`src/rtl/pointer_unit.sv`:
```
// rtl/pointer_unit.sv - IP/DP pointer pair with selector-based role swap and address/ALU-B muxing.
// Optional POINTER_UNIT_WRAP_FLAG_EN adds a sticky ip_wrap output.
module pointer_unit #(
    parameter logic [15:0] RESET_P0 = 16'h0000,
    parameter logic [15:0] RESET_P1 = 16'h0000
) (
    input  logic        clk,
    input  logic        n_rst,
    input  logic        p_selector,
    input  logic        inc_ip,
    input  logic        addr_dp,
    input  logic        n_we_pl,
    input  logic        n_we_ph,
    input  logic [7:0]  di,
    input  logic        n_oe_pl_alu,
    input  logic        n_oe_ph_alu,
    output logic [15:0] addr,
    output logic [7:0]  alu_b,
    output logic        n_alu_b_en
`ifdef POINTER_UNIT_WRAP_FLAG_EN
    ,
    output logic        ip_wrap
`endif
);

    logic [15:0] p0;
    logic [15:0] p1;
    logic [15:0] ip;
    logic [15:0] dp;
    logic [15:0] ip_next;
    logic [15:0] dp_next;

    // Roles are a pure view over the physical pair; a jump never moves data.
    assign ip = p_selector ? p1 : p0;
    assign dp = p_selector ? p0 : p1;

    always_comb begin
        ip_next = inc_ip ? ip + 16'd1 : ip;
        dp_next = dp;
        if (!n_we_pl) dp_next[7:0]  = di;
        if (!n_we_ph) dp_next[15:8] = di;
    end

    // Falling-edge update: the control unit settles its outputs on the rising edge.
    always_ff @(negedge clk or negedge n_rst) begin
        if (!n_rst) begin
            p0 <= RESET_P0;
            p1 <= RESET_P1;
        end else if (p_selector) begin
            p1 <= ip_next;
            p0 <= dp_next;
        end else begin
            p0 <= ip_next;
            p1 <= dp_next;
        end
    end

    assign addr = addr_dp ? dp : ip;

    always_comb begin
        alu_b      = 8'h00;
        n_alu_b_en = 1'b1;
        case ({n_oe_ph_alu, n_oe_pl_alu})
            2'b10: begin
                alu_b      = dp[7:0];
                n_alu_b_en = 1'b0;
            end
            2'b01: begin
                alu_b      = dp[15:8];
                n_alu_b_en = 1'b0;
            end
            default: ;
        endcase
    end

`ifdef POINTER_UNIT_WRAP_FLAG_EN
    always_ff @(negedge clk or negedge n_rst) begin
        if (!n_rst)
            ip_wrap <= 1'b0;
        else if (inc_ip && ip == 16'hFFFF)
            ip_wrap <= 1'b1;
    end
`endif

    // Both byte enables low means the control unit is driving a contradictory request.
    oe_exclusive: assert property (@(negedge clk) disable iff (!n_rst)
        !(!n_oe_pl_alu && !n_oe_ph_alu))
        else $error("pointer_unit: n_oe_pl_alu and n_oe_ph_alu both asserted");

endmodule

```
`config.mk`:
```
export PLATFORM = sky130hd
export DESIGN_NAME = pointer_unit
export DESIGN_NICKNAME = d
export VERILOG_FILES = /design/src/rtl/pointer_unit.sv
export SDC_FILE = /design/constraint.sdc
export NUM_CORES = 1
export LEC_CHECK = 0
export BUFFER_PORTS_ARGS = -buffer_cell sky130_fd_sc_hd__clkbuf_2
export CAP_MARGIN = 30
export CELL_PAD_IN_SITES_DETAIL_PLACEMENT = 2
export CELL_PAD_IN_SITES_GLOBAL_PLACEMENT = 2
export CORE_MARGIN = 2
export CORE_UTILIZATION = 30
export CTS_CLUSTER_SIZE = 20
export DETAILED_ROUTE_END_ITERATION = 7
export PLACE_DENSITY = 0.79
export SKIP_CTS_REPAIR_TIMING = 1
export SLEW_MARGIN = 20
export SYNTH_ARGS = -nofsm -noshare
export SYNTH_HDL_FRONTEND = slang
export SYNTH_SLANG_ARGS = --single-unit
```
`constraint.sdc`:
```
create_clock -name clk -period 4.1 [get_ports clk]
set_input_delay 0 -clock clk [delete_from_list [all_inputs] [get_ports clk]]
set_output_delay 0 -clock clk [all_outputs]
set_load 0.05 [all_outputs]
```
# Yosys cells after proc, flatten, opt, wreduce, memory -nomap -nowiden
# Index checks and enable logic that the tools add are counted.
[word_totals]
out_inout_bits = 25
rom_bits = 0
ramBits = 0
regBits = 32
latch_bits = 0
memories = 0
in_bits = 17
elab_cells = 16
[classes]
n_reduce_logical = 1
n_addsub = 1
shifts = 0
muxes = 10
eq_ne = 2
n_lt_le_gt_ge = 0
n_bitwise = 0
n_div = 0
mul = 0
[ops]
columns = ["operator", "n"]
rows = [
  ["16-bit 2-to-1 mux", 6],
  ["16-bit by 1-bit adder with 16-bit output, second input constant", 1],
  ["8-bit 2-to-1 mux", 2],
  ["8-bit case mux with 2 select lines", 1],
  ["2-bit by 1-bit equality test with 1-bit output, second input constant", 1],
  ["2-bit equality test, second input constant", 1],
  ["2-bit OR reduction", 1],
  ["1-bit 2-to-1 mux", 1],
]

# Longest topological paths before layout
[depth]
depth_word = 4
ltp_mapped = 11
ltp_nobuf = 7

==> results.md <==
* Worst r2r src: p0[1]
* First-pass DRT Iterations at 4
* Final instance area at roughly 3200 um^2
* RSZ-0062 raised after global routing: false
* Crit path buf inv count at 1
* Critical path arrival at roughly 3.8 ns
* Post-DP HPWL at 6960 um
* Routed vias at 2435
* Area leader, netlist: dfrtn_1
* Tot Pwr at between 0.001 and 0.0015 W
* Final nets at 350
* Detailed Route WL at 9470 um
* Clk pwr share at a little over a fifth
* Worst stage delay on the critical path at 0.60 ns
* CTS Buf Count at 5
* Crit start category: flop
* Filler Cell Count at 992
* Critical Path Fanout Max at 8
* Placeable core region at roughly 8800 um^2
* Die area at slightly below 10000 um^2
* Initial Utilization at approximately 31%
* Max_cap viols at 0
* Setup violators final at 0
* WHS Endpoint: p0[13]
* Post-route antenna net violation count at 0
* Worst hold path depth at 2
* Placed cell area at 3060 um^2
* Root buf cell: clkbuf_8
* PortBufs at between 40 and 50
* Vias in the first global route at 2755
* # DRC at 0
* Num rows at 34
* Top-count cell post-synth: mux2_2
* Synth area leaders: dfrtn_1, mux2_2, xor2_1, mux2i_1, o211ai_1
* Top-area cell type share of the netlist area at between 20% and 30%
* Drt wl/cell at between 20 and 25 um
* Synth cell types at 43
* Worst Hold Launch: p0[13]
* Final global-route overflow total at 0
* Setup TNS at 0 ns
* CP delay by family, top: flip-flops
* Yosys warning total at 0
* Ports at 42
* Combinational Power Share at between 40% and 50%
* Clock transition at path regs at approximately 0.050 ns
* RR Endpoint: p0[6]
* Hold Fails Final Rpt at 0
* CTS sink count at 32
* Worst Path Required at about 4.1 ns
* Slew @ Worst Pin at between 0.8 and 0.9 ns
* Net load switching power at between 0.0005 and 0.0006 W
* PwrDens at between 300 and 400 nW/um^2
* First-pass GRT wire length at around 15000 um
* Clock Path Buffers at 2
* Min Hold Slack at 0.540 ns
* Gr usage total at between 20% and 30%
* Cell Area, Synth at 2750 um^2
* Status: finished, final reports clean
* CP endpoint kind: output pin
* Top cells by count, synth: mux2_2, dfrtn_1, xor2_1, nand2_1
* Syn_area_per_cell at a little over 9 um^2
* Post-synth ARST share at 100%
* Layout cell share with drive strength beyond 1 at between 30% and 40%
* Cells after Synth at 295
* Max VDD drop at around 190 uV
* Sw Ratio at about 44%
* P&R area growth vs syn at 15.7%
* HP Class: flop to flop
* Share of power burned in registers at 36.7%
* Antenna violations before repair at 0
* Pre-CTS WS at 0.223 ns
* CTS tree: done
* Crit Path Category: flop to output pin
* Die height at roughly 100 um
* Worst skew pair latency at 0.29 ns
* Max stage delay cell, worst path: dfrtn_1
* Worst setup margin at slightly above 0.3 ns
* Sequential area share after synthesis at between 20% and 30%
* Final slew viol count at 0
* Reg2reg setup slack at a little under 2 ns
* 1st-iter DRT viols at 80
* Rel. slew slack at between 40 and 50%
* Number of synthesized flops with an enable pin at 0
* Worst Reg-to-Reg Cells at 7
* GP Congestion at 0.838
* Die W at roughly 100 um
* Static Leak at 1.33 nW
* Routed vias/inst at 5.55
* Synth Net Count at 315
* Ant diodes at 0
* Worst-path cell chain: mux2_2 -> nand2_1 -> a21oi_1 -> clkbuf_2
* Pin count of the biggest net entering global routing at 48
* Setup skew after layout at ~0.0022 ns
* Pint at 0.000685 W
* Top FF cell, synth: dfrtn_1
* CTS H-tree lvls at 2
* Yosys reg bits at 32
## cells by family after synthesis
group / count (synthesis) / synth area share, %
AND/OR/NAND/NOR: 83 / 17.2
adder cells (fa/ha/maj): 3 / 1.37
XOR/XNOR: 29 / 9.25
flip-flops: 32 / 29.2
multiplexers: 51 / 20.4
AO/OA/AOI/OAI: 68 / 17.2
buffers and inverters: 29 / 5.42
## stage by stage
stage,cells,util [%]
after CTS,438,35.7
after floorplan,295,-
after global placement,429,34.6
after detailed placement,430,34.7
after global routing,439,36.1
final,439,36.1
## placed cells by master, fill, tap and decap left out, drive strengths merged, types with 11 or more instances in the layout
cell,Yosys,layout
o211ai,11,11
clkbuf,8,49
buf,16,11
nand3,14,14
a21oi,13,13
nand2,21,21
mux2i,11,11
mux2,40,40
dfrtn,32,32
o21ai,20,20
nor2,14,14
xor2,28,28
## worst min-delay path: cells and delay by family (launching register included)
family          cells  cell delay [ns]
compound gates      1             0.14
flops               1             0.39
simple gates        1             0.09
## cell type report
cell class,count,area (um^2),share of cell area (%)
flip-flops and latches,32,801,25.2
clock buffers,8,90.1,2.84
multi-input cells,234,1800,56.8
repair buffers,52,328,10.3
inverters,5,18.8,0.591
well taps,108,135,4.26
## flip-flops by register name (all words and copies together), names as in the netlist
signal,count
p1,16
p0,16
## how the worst max path moves through the flow
stage,start,end,slack (ns),cells past startpoint
2_1_floorplan,p_selector,p0[8],0.06,11
3_3_place_gp,p_selector,p1[4],0.36,9
3_5_place_dp,p_selector,p0[4],0.22,9
4_1_cts,p0[7],alu_b[7],0.31,4
5_1_grt,p0[7],alu_b[7],0.19,4
6_report,p0[7],alu_b[7],0.30,4
## routing by layer
layer	wire (um)	track usage, %	share of wire [%]
met1	4340	26.2	46
met2	4820	35.1	51
met3	207	3.16	2.2
met4	99	4.00	1.0
met5	0	0	0
## power groups by stage
stage	sequential, W	combinational, W	clock (W)
final	0.000450	0.000512	0.000264
after global routing	0.000459	0.000553	0.000285
after CTS	0.000450	0.000515	0.000271
after detailed placement	0.000455	0.000508	0
after global placement	0.000451	0.000489	0
after floorplan	0.000422	0.000385	0
No activity file was read; power rests on OpenSTA's default activity.
